===== config.mk =====
export PLATFORM = sky130hd
export DESIGN_NAME = pwr_seq_master
export DESIGN_NICKNAME = d
export VERILOG_FILES = /design/src/rtl/pwr_seq_master.sv
export SDC_FILE = /design/constraint.sdc
export NUM_CORES = 1
export LEC_CHECK = 0
export BUFFER_PORTS_ARGS = -buffer_cell sky130_fd_sc_hd__clkbuf_2
export CAP_MARGIN = 30
export CORE_MARGIN = 2
export CORE_UTILIZATION = 24
export CTS_BUF_LIST = sky130_fd_sc_hd__clkbuf_16
export DETAILED_ROUTE_END_ITERATION = 6
export PLACE_DENSITY = 0.41
export SYNTH_ARGS = -nofsm -noshare
export SYNTH_HDL_FRONTEND = slang
export SYNTH_SLANG_ARGS = --single-unit

===== constraint.sdc =====
create_clock -name iClk -period 4 [get_ports iClk]
set_clock_uncertainty 0.05 [all_clocks]
set_input_delay 0.2 -clock iClk [delete_from_list [all_inputs] [get_ports iClk]]
set_output_delay 0.2 -clock iClk [all_outputs]
set_load 0.01 [all_outputs]

===== src/rtl/pwr_seq_master.sv =====
// ---------------------------------------------------------------------------
// pwr_seq_master
// Central power sequencer. Brings up PCH main power, then CPU, then memory,
// each stage gated on the previous rail's power-good, and shuts the rails
// down in reverse order. Rail faults and power-good timeouts latch a fault
// code. Clearing the fault emits a one-cycle goOut_fltSt pulse that releases
// the sub-blocks' fault latches.
//
// Ports
//   iClk, iRst                       clock, synchronous active-high reset
//   iPwrOnReq / iPwrOffReq           power-up / orderly power-down request
//   iFltClr                          clear the latched fault
//   {PCH,CPU,MEM}_PwrGD              rail power-good (iClk-synchronous)
//   {PCH,CPU,MEM}_PwrFLT             rail fault (iClk-synchronous)
//   PCH_PwrMain, CPU_PwrEN, MEM_PwrEN  registered rail enables
//   goOut_fltSt                      one-cycle fault-release pulse
//   oPwrState                        current state encoding
//   oFltCode                         latched fault cause
//   oSysPwrOk                        high only in RUN
// ---------------------------------------------------------------------------
module pwr_seq_master #(
    parameter int unsigned STAGE_DLY = 16,
    parameter int unsigned TIMEOUT   = 1000,
    parameter int unsigned CNT_W     = $clog2(TIMEOUT + 1)
) (
    input  logic       iClk,
    input  logic       iRst,
    input  logic       iPwrOnReq,
    input  logic       iPwrOffReq,
    input  logic       iFltClr,
    input  logic       PCH_PwrGD,
    input  logic       CPU_PwrGD,
    input  logic       MEM_PwrGD,
    input  logic       PCH_PwrFLT,
    input  logic       CPU_PwrFLT,
    input  logic       MEM_PwrFLT,
    output logic       PCH_PwrMain,
    output logic       CPU_PwrEN,
    output logic       MEM_PwrEN,
    output logic       goOut_fltSt,
    output logic [3:0] oPwrState,
    output logic [2:0] oFltCode,
    output logic       oSysPwrOk
);

    typedef enum logic [3:0] {
        ST_OFF    = 4'd0,
        ST_PCH_UP = 4'd1,
        ST_CPU_UP = 4'd2,
        ST_MEM_UP = 4'd3,
        ST_RUN    = 4'd4,
        ST_MEM_DN = 4'd5,
        ST_CPU_DN = 4'd6,
        ST_PCH_DN = 4'd7,
        ST_FAULT  = 4'd8
    } state_e;

    localparam logic [2:0] CODE_NONE    = 3'd0;
    localparam logic [2:0] CODE_PCH_TO  = 3'd4;
    localparam logic [2:0] CODE_CPU_TO  = 3'd5;
    localparam logic [2:0] CODE_MEM_TO  = 3'd6;
    localparam logic [2:0] CODE_GD_LOST = 3'd7;

    state_e             state_q, state_d;
    logic [CNT_W-1:0]   cnt_q, cnt_d;
    logic [2:0]         code_q, code_d;
    logic               pch_en_q, pch_en_d;
    logic               cpu_en_q, cpu_en_d;
    logic               mem_en_q, mem_en_d;
    logic               go_q, go_d;
    logic               ok_q, ok_d;

    logic               cnt_timeout;
    logic               cnt_dly_met;
    logic               cnt_dly_eq;
    logic [2:0]         fc;

    // Lowest-numbered asserted fault wins; callers mask rails not yet enabled.
    function automatic logic [2:0] flt_code(input logic p, input logic c, input logic m);
        if (p)      return 3'd1;
        else if (c) return 3'd2;
        else if (m) return 3'd3;
        else        return CODE_NONE;
    endfunction

    assign cnt_timeout = (cnt_q == CNT_W'(TIMEOUT));
    assign cnt_dly_met = (cnt_q >= CNT_W'(STAGE_DLY));
    assign cnt_dly_eq  = (cnt_q == CNT_W'(STAGE_DLY));

    // Next-state, fault-code and registered-output decode
    always_comb begin
        state_d = state_q;
        code_d  = code_q;
        go_d    = 1'b0;
        fc      = CODE_NONE;

        unique case (state_q)
            ST_OFF: begin
                if (iPwrOnReq) state_d = ST_PCH_UP;
            end
            ST_PCH_UP: begin
                fc = flt_code(PCH_PwrFLT, 1'b0, 1'b0);
                if (fc != CODE_NONE) begin
                    state_d = ST_FAULT;
                    code_d  = fc;
                end else if (cnt_timeout && !PCH_PwrGD) begin
                    state_d = ST_FAULT;
                    code_d  = CODE_PCH_TO;
                end else if (iPwrOffReq) begin
                    state_d = ST_PCH_DN;
                end else if (PCH_PwrGD && cnt_dly_met) begin
                    state_d = ST_CPU_UP;
                end
            end
            ST_CPU_UP: begin
                fc = flt_code(PCH_PwrFLT, CPU_PwrFLT, 1'b0);
                if (fc != CODE_NONE) begin
                    state_d = ST_FAULT;
                    code_d  = fc;
                end else if (cnt_timeout && !CPU_PwrGD) begin
                    state_d = ST_FAULT;
                    code_d  = CODE_CPU_TO;
                end else if (iPwrOffReq) begin
                    state_d = ST_CPU_DN;
                end else if (CPU_PwrGD && cnt_dly_met) begin
                    state_d = ST_MEM_UP;
                end
            end
            ST_MEM_UP: begin
                fc = flt_code(PCH_PwrFLT, CPU_PwrFLT, MEM_PwrFLT);
                if (fc != CODE_NONE) begin
                    state_d = ST_FAULT;
                    code_d  = fc;
                end else if (cnt_timeout && !MEM_PwrGD) begin
                    state_d = ST_FAULT;
                    code_d  = CODE_MEM_TO;
                end else if (iPwrOffReq) begin
                    state_d = ST_MEM_DN;
                end else if (MEM_PwrGD && cnt_dly_met) begin
                    state_d = ST_RUN;
                end
            end
            ST_RUN: begin
                fc = flt_code(PCH_PwrFLT, CPU_PwrFLT, MEM_PwrFLT);
                if (fc != CODE_NONE) begin
                    state_d = ST_FAULT;
                    code_d  = fc;
                end else if (!(PCH_PwrGD && CPU_PwrGD && MEM_PwrGD)) begin
                    state_d = ST_FAULT;
                    code_d  = CODE_GD_LOST;
                end else if (iPwrOffReq) begin
                    state_d = ST_MEM_DN;
                end
            end
            // Shutdown only watches faults on rails that are still enabled
            ST_MEM_DN: begin
                fc = flt_code(PCH_PwrFLT, CPU_PwrFLT, 1'b0);
                if (fc != CODE_NONE) begin
                    state_d = ST_FAULT;
                    code_d  = fc;
                end else if (cnt_dly_eq) begin
                    state_d = ST_CPU_DN;
                end
            end
            ST_CPU_DN: begin
                fc = flt_code(PCH_PwrFLT, 1'b0, 1'b0);
                if (fc != CODE_NONE) begin
                    state_d = ST_FAULT;
                    code_d  = fc;
                end else if (cnt_dly_eq) begin
                    state_d = ST_PCH_DN;
                end
            end
            ST_PCH_DN: begin
                if (cnt_dly_eq) state_d = ST_OFF;
            end
            ST_FAULT: begin
                if (iFltClr) begin
                    state_d = ST_OFF;
                    code_d  = CODE_NONE;
                    go_d    = 1'b1;
                end
            end
            default: begin
                state_d = ST_OFF;
                code_d  = CODE_NONE;
            end
        endcase

        // Enables are decoded from the next state so they land with it
        pch_en_d = state_d inside {ST_PCH_UP, ST_CPU_UP, ST_MEM_UP, ST_RUN,
                                   ST_MEM_DN, ST_CPU_DN};
        cpu_en_d = state_d inside {ST_CPU_UP, ST_MEM_UP, ST_RUN, ST_MEM_DN};
        mem_en_d = state_d inside {ST_MEM_UP, ST_RUN};
        ok_d     = (state_d == ST_RUN);

        // Stage counter restarts on every state entry and saturates at TIMEOUT
        if (state_d != state_q) begin
            cnt_d = '0;
        end else if (cnt_timeout) begin
            cnt_d = cnt_q;
        end else begin
            cnt_d = cnt_q + CNT_W'(1);
        end
    end

    // State and output registers
    always_ff @(posedge iClk) begin
        if (iRst) begin
            state_q  <= ST_OFF;
            cnt_q    <= '0;
            code_q   <= CODE_NONE;
            pch_en_q <= 1'b0;
            cpu_en_q <= 1'b0;
            mem_en_q <= 1'b0;
            go_q     <= 1'b0;
            ok_q     <= 1'b0;
        end else begin
            state_q  <= state_d;
            cnt_q    <= cnt_d;
            code_q   <= code_d;
            pch_en_q <= pch_en_d;
            cpu_en_q <= cpu_en_d;
            mem_en_q <= mem_en_d;
            go_q     <= go_d;
            ok_q     <= ok_d;
        end
    end

    assign PCH_PwrMain = pch_en_q;
    assign CPU_PwrEN   = cpu_en_q;
    assign MEM_PwrEN   = mem_en_q;
    assign goOut_fltSt = go_q;
    assign oPwrState   = state_q;
    assign oFltCode    = code_q;
    assign oSysPwrOk   = ok_q;

endmodule


==> flow_summary.html <==
<table>
<tr><th>Metric</th><th>Value</th></tr>
<tr><th colspan="2">Status</th></tr>
<tr><td>Outcome</td><td>finished clean</td></tr>
<tr><th colspan="2">Placed design</th></tr>
<tr><td>IO buf count</td><td>22</td></tr>
<tr><td>Cells after DPL</td><td>289</td></tr>
<tr><td>Half-perimeter wire length of the detailed placement result</td><td>3370 um</td></tr>
<tr><td>Setup slack at placement</td><td>1.13 ns</td></tr>
<tr><td>Standard cell area after detailed placement</td><td>0.00174 mm2</td></tr>
<tr><td>Last weighted congestion value of the routability-driven placer</td><td>0.855</td></tr>
<tr><th colspan="2">Clock network</th></tr>
<tr><td>Clock tree root buffer cell</td><td>sky130_fd_sc_hd__clkbuf_16</td></tr>
<tr><td>Number of levels the H-tree was split into</td><td>1</td></tr>
<tr><td>Later-pin clock latency in the skew report</td><td>0.26 ns</td></tr>
<tr><td>Maximum clock path buffer count</td><td>2</td></tr>
<tr><td>Clock net sink count</td><td>22</td></tr>
<tr><td>Cts repair resizes</td><td>0</td></tr>
<tr><td>Clock tree from TritonCTS</td><td>done</td></tr>
<tr><td>Post-CTS setup buffer count</td><td>0</td></tr>
<tr><td>Total CTS buffers</td><td>3</td></tr>
<tr><td>Hold_buf cts</td><td>0</td></tr>
<tr><td>Clk slew on worst S/H paths</td><td>0.06 ns</td></tr>
<tr><th colspan="2">Die</th></tr>
<tr><td>Total die area</td><td>0.00727 mm2</td></tr>
<tr><td>Number of rows created at floorplan</td><td>29</td></tr>
<tr><td>Area inside the core boundary</td><td>0.00635 mm2</td></tr>
<tr><td>Die width</td><td>85.2 um</td></tr>
<tr><td>Number of top-level design ports</td><td>23</td></tr>
<tr><td>Die extent in y</td><td>85.2 um</td></tr>
<tr><td>Effective utilization at floorplan</td><td>24.9%</td></tr>
<tr><th colspan="2">STA</th></tr>
<tr><td>Setup tns final</td><td>0 ns</td></tr>
<tr><td>Max-slew headroom at the worst pin</td><td>49.6%</td></tr>
<tr><td>RSZ-0062 raised after global routing</td><td>no</td></tr>
<tr><td>Slew Viols, Final</td><td>0</td></tr>
<tr><td>Setup ws final</td><td>1.12 ns</td></tr>
<tr><td>Final setup viols</td><td>0</td></tr>
<tr><td>Final number of hold-violating endpoints</td><td>0</td></tr>
<tr><td>Achievable frequency</td><td>347 MHz</td></tr>
<tr><td>Period utilisation layout</td><td>72.0%</td></tr>
<tr><td>Worst slew pin tran</td><td>0.755 ns</td></tr>
<tr><td>Min cycle time layout</td><td>2.88 ns</td></tr>
<tr><th colspan="2">Global route</th></tr>
<tr><td>First-pass GRT wire length</td><td>7570 um</td></tr>
<tr><td>Maximum number of pins on one net before global-route repair</td><td>23</td></tr>
<tr><td>Number of antenna violations at the first check in global routing</td><td>0</td></tr>
<tr><td>Total global routing track utilization</td><td>12.8%</td></tr>
<tr><td>Number of global-route vias before repair</td><td>1467</td></tr>
<tr><td>Overflow left after global routing</td><td>0</td></tr>
<tr><th colspan="2">Power and ir drop</th></tr>
<tr><td>Clk network pwr share</td><td>45.7%</td></tr>
<tr><td>Leak Pwr</td><td>0.646 nW</td></tr>
<tr><td>Areal power density over the cells</td><td>336 mW/mm2</td></tr>
<tr><td>Worst IR drop on VDD</td><td>171 uV</td></tr>
<tr><td>Internal Pwr Total</td><td>0.463 mW</td></tr>
<tr><td>Relative contribution of sequential cells to total power</td><td>38.7%</td></tr>
<tr><td>Fraction of power consumed by combinational cells</td><td>15.5%</td></tr>
<tr><td>Switching power of the nets</td><td>0.156 mW</td></tr>
<tr><td>Final Power</td><td>0.620 mW</td></tr>
<tr><td>Sw Ratio</td><td>25.2%</td></tr>
<tr><th colspan="2">Detailed routing</th></tr>
<tr><td>Remaining DRCs</td><td>0</td></tr>
<tr><td>Final Routed Wirelength</td><td>4480 um</td></tr>
<tr><td>Count of nets left with antenna violations after detail routing</td><td>0</td></tr>
<tr><td>Via total after detailed routing</td><td>1535</td></tr>
<tr><td>First-pass DRT Iterations</td><td>4</td></tr>
<tr><td>Vias per cell</td><td>5.24</td></tr>
<tr><td>Starting DRC count in detailed routing</td><td>124</td></tr>
<tr><td>Mean routed wirelength per cell</td><td>15.3 um</td></tr>
<tr><th colspan="2">Worst setup path</th></tr>
<tr><td>Endpoint of the lowest-slack register-to-register path</td><td>cnt_q[4]$_SDFFE_PP0P_</td></tr>
<tr><td>Required time reported for the critical path endpoint</td><td>4.08 ns</td></tr>
<tr><td>Worst setup SP type</td><td>flop</td></tr>
<tr><td>CP Capture Type</td><td>flop</td></tr>
<tr><td>Worst Reg2Reg Path Length in Cells</td><td>7</td></tr>
<tr><td>R2R Setup Slk</td><td>1.12 ns</td></tr>
<tr><td>Reg-to-reg critical path startpoint</td><td>oPwrState[0]$_SDFF_PP0_</td></tr>
<tr><td>Worst setup path category</td><td>reg2reg</td></tr>
<tr><td>Worst Path Max Fanout</td><td>21</td></tr>
<tr><td>Data arrival time of the worst path</td><td>2.96 ns</td></tr>
<tr><th colspan="2">Hold path</th></tr>
<tr><td>Class of the worst hold path</td><td>in2reg</td></tr>
<tr><td>Worst Hold End</td><td>goOut_fltSt$_SDFF_PP0_</td></tr>
<tr><td>Hold Path Origin</td><td>iFltClr</td></tr>
<tr><td>Hold-critical path depth</td><td>2</td></tr>
<tr><th colspan="2">Logic synthesis</th></tr>
<tr><td>Mean instance size in the synthesized netlist</td><td>7.88 um2</td></tr>
<tr><td>Count of synthesis-stage warnings from yosys</td><td>0</td></tr>
<tr><td>Sequential-to-total area share from yosys stat</td><td>27.8%</td></tr>
<tr><td>Register bit count reported by yosys</td><td>22</td></tr>
<tr><td>Fraction of registers with async set/reset</td><td>0%</td></tr>
<tr><td>Area share of the largest cell type after synthesis</td><td>27.8%</td></tr>
<tr><td>Netlist area before placement</td><td>0.00158 mm2</td></tr>
<tr><td>Largest cells by area after synthesis</td><td>sky130_fd_sc_hd__dfxtp_1, sky130_fd_sc_hd__nor3_1, sky130_fd_sc_hd__nor2_1</td></tr>
<tr><td>Post-Syn Instances</td><td>201</td></tr>
<tr><td>Distinct cell type count of the synthesized netlist</td><td>58</td></tr>
<tr><td>Most frequently used flop master after synthesis</td><td>sky130_fd_sc_hd__dfxtp_1</td></tr>
<tr><td>Commonest cells in the netlist</td><td>sky130_fd_sc_hd__dfxtp_1, sky130_fd_sc_hd__nor2_1, sky130_fd_sc_hd__nor3_1, sky130_fd_sc_hd__a21oi_1, sky130_fd_sc_hd__nand3_1</td></tr>
<tr><td>Cell accounting for the most synthesized area</td><td>sky130_fd_sc_hd__dfxtp_1</td></tr>
<tr><td>Post-Synthesis Net Count</td><td>214</td></tr>
<tr><td>Post-synth EDFFs</td><td>0</td></tr>
<tr><th colspan="2">Finish</th></tr>
<tr><td>Post-route design area</td><td>0.00184 mm2</td></tr>
<tr><td>Share of layout cells above drive strength 1</td><td>18.1%</td></tr>
<tr><td>Number of standard cells in the final layout excluding fillers</td><td>293</td></tr>
<tr><td>Layout overhead on the synthesized area</td><td>16.4%</td></tr>
<tr><td>Antenna Cells</td><td>0</td></tr>
<tr><td>Number of nets in the layout</td><td>230</td></tr>
<tr><th colspan="2">Flow run</th></tr>
<tr><td># Max-Cap Violations</td><td>0</td></tr>
</table>
logic make-up (layout without fill, tap and decap cells):
group | Yosys count | count (layout) | share of synthesized area, %
buffers and inverters | 21 | 36 | 5.92
XOR/XNOR | 9 | 9 | 4.98
flip-flops | 22 | 22 | 27.8
multiplexers | 4 | 4 | 2.53
AND/OR/NAND/NOR | 96 | 96 | 35.0
AO/OA/AOI/OAI | 47 | 47 | 22.2
adder cells (fa/ha/maj) | 2 | 2 | 1.58
power groups by stage:
stage / registers (mW) / logic [mW] / clock network [mW]
floorplan: 0.238 / 0.0722 / 0
global placement: 0.244 / 0.0991 / 0
detailed placement: 0.245 / 0.0967 / 0
CTS: 0.240 / 0.0973 / 0.289
global route: 0.241 / 0.109 / 0.302
finish: 0.240 / 0.0963 / 0.283
cell type report:
cell class              instances  area, um2
clock buffers                   3       75.1
repair buffers                 23        118
multi-input cells             158       1050
fillers                       696       4510
inverters                       9       33.8
well taps                      77       96.3
flip-flops and latches         22        440
clock inverters                 1       30.0
flip-flops by register name, summed over array words and instances, names as in the netlist:
name and cells:
CPU_PwrEN 1, MEM_PwrEN 1, PCH_PwrMain 1, cnt_q 10, goOut_fltSt 1, oFltCode 3, oPwrState 4, oSysPwrOk 1
per-layer routing:
layer | vias up | track usage, % | routed length, um
met2 | 31 | 19.2 | 1960
li1 | 783 | - | -
met1 | 717 | 18.3 | 2310
met5 | - | 0 | 0
met3 | 4 | 2.43 | 167
met4 | 0 | 4.18 | 44
worst max-delay path by stage:
| stage | depth (start not counted) | slack (ns) | endpoint | start |
|---|---|---|---|---|
| 2_1_floorplan | 10 | 1.73 | MEM_PwrEN$_SDFF_PP0_ | cnt_q[0]$_SDFFE_PP0P_ |
| 3_3_place_gp | 7 | 1.10 | cnt_q[6]$_SDFFE_PP0P_ | oPwrState[0]$_SDFF_PP0_ |
| 3_5_place_dp | 7 | 1.13 | cnt_q[4]$_SDFFE_PP0P_ | oPwrState[0]$_SDFF_PP0_ |
| 4_1_cts | 7 | 1.09 | cnt_q[4]$_SDFFE_PP0P_ | oPwrState[0]$_SDFF_PP0_ |
| 5_1_grt | 7 | 0.89 | cnt_q[4]$_SDFFE_PP0P_ | oPwrState[0]$_SDFF_PP0_ |
| 6_report | 7 | 1.12 | cnt_q[4]$_SDFFE_PP0P_ | oPwrState[0]$_SDFF_PP0_ |
per-stage QoR:
stage / utilization, % / hold WS [ns]
after floorplan: - / 0.314
after global placement: 27.4 / 0.418
after detailed placement: 27.4 / 0.416
after CTS: 29.0 / 0.143
after global routing: 29.0 / 0.167
final: 29.0 / 0.147
cell usage in the layout, fill, tap and decap left out, types with 3 or more instances in the layout:
cell	instances
sky130_fd_sc_hd__a22oi_1	3
sky130_fd_sc_hd__dfxtp_1	22
sky130_fd_sc_hd__nand2b_1	3
sky130_fd_sc_hd__clkbuf_16	3
sky130_fd_sc_hd__mux2i_1	4
sky130_fd_sc_hd__nand2_1	9
sky130_fd_sc_hd__nor2_1	22
sky130_fd_sc_hd__nor4_1	4
sky130_fd_sc_hd__and3_1	4
sky130_fd_sc_hd__o32a_1	3
sky130_fd_sc_hd__xnor2_1	5
sky130_fd_sc_hd__inv_1	9
sky130_fd_sc_hd__a31oi_1	3
sky130_fd_sc_hd__nand3_1	10
sky130_fd_sc_hd__a211oi_1	3
sky130_fd_sc_hd__a21oi_1	10
sky130_fd_sc_hd__o21ai_0	4
sky130_fd_sc_hd__xor2_1	4
sky130_fd_sc_hd__nor3_1	20
sky130_fd_sc_hd__clkbuf_2	22
worst max-delay path: stages (launching register included):
cell and delay, ns:
sky130_fd_sc_hd__dfxtp_1 0.74, sky130_fd_sc_hd__nor4b_2 0.45, sky130_fd_sc_hd__nand2_1 0.18, sky130_fd_sc_hd__a221oi_1 0.38
sky130_fd_sc_hd__and3b_1 0.26, sky130_fd_sc_hd__o21a_1 0.18, sky130_fd_sc_hd__o211ai_2 0.40, sky130_fd_sc_hd__nor3_1 0.10
(Power assumes the default switching activity.)
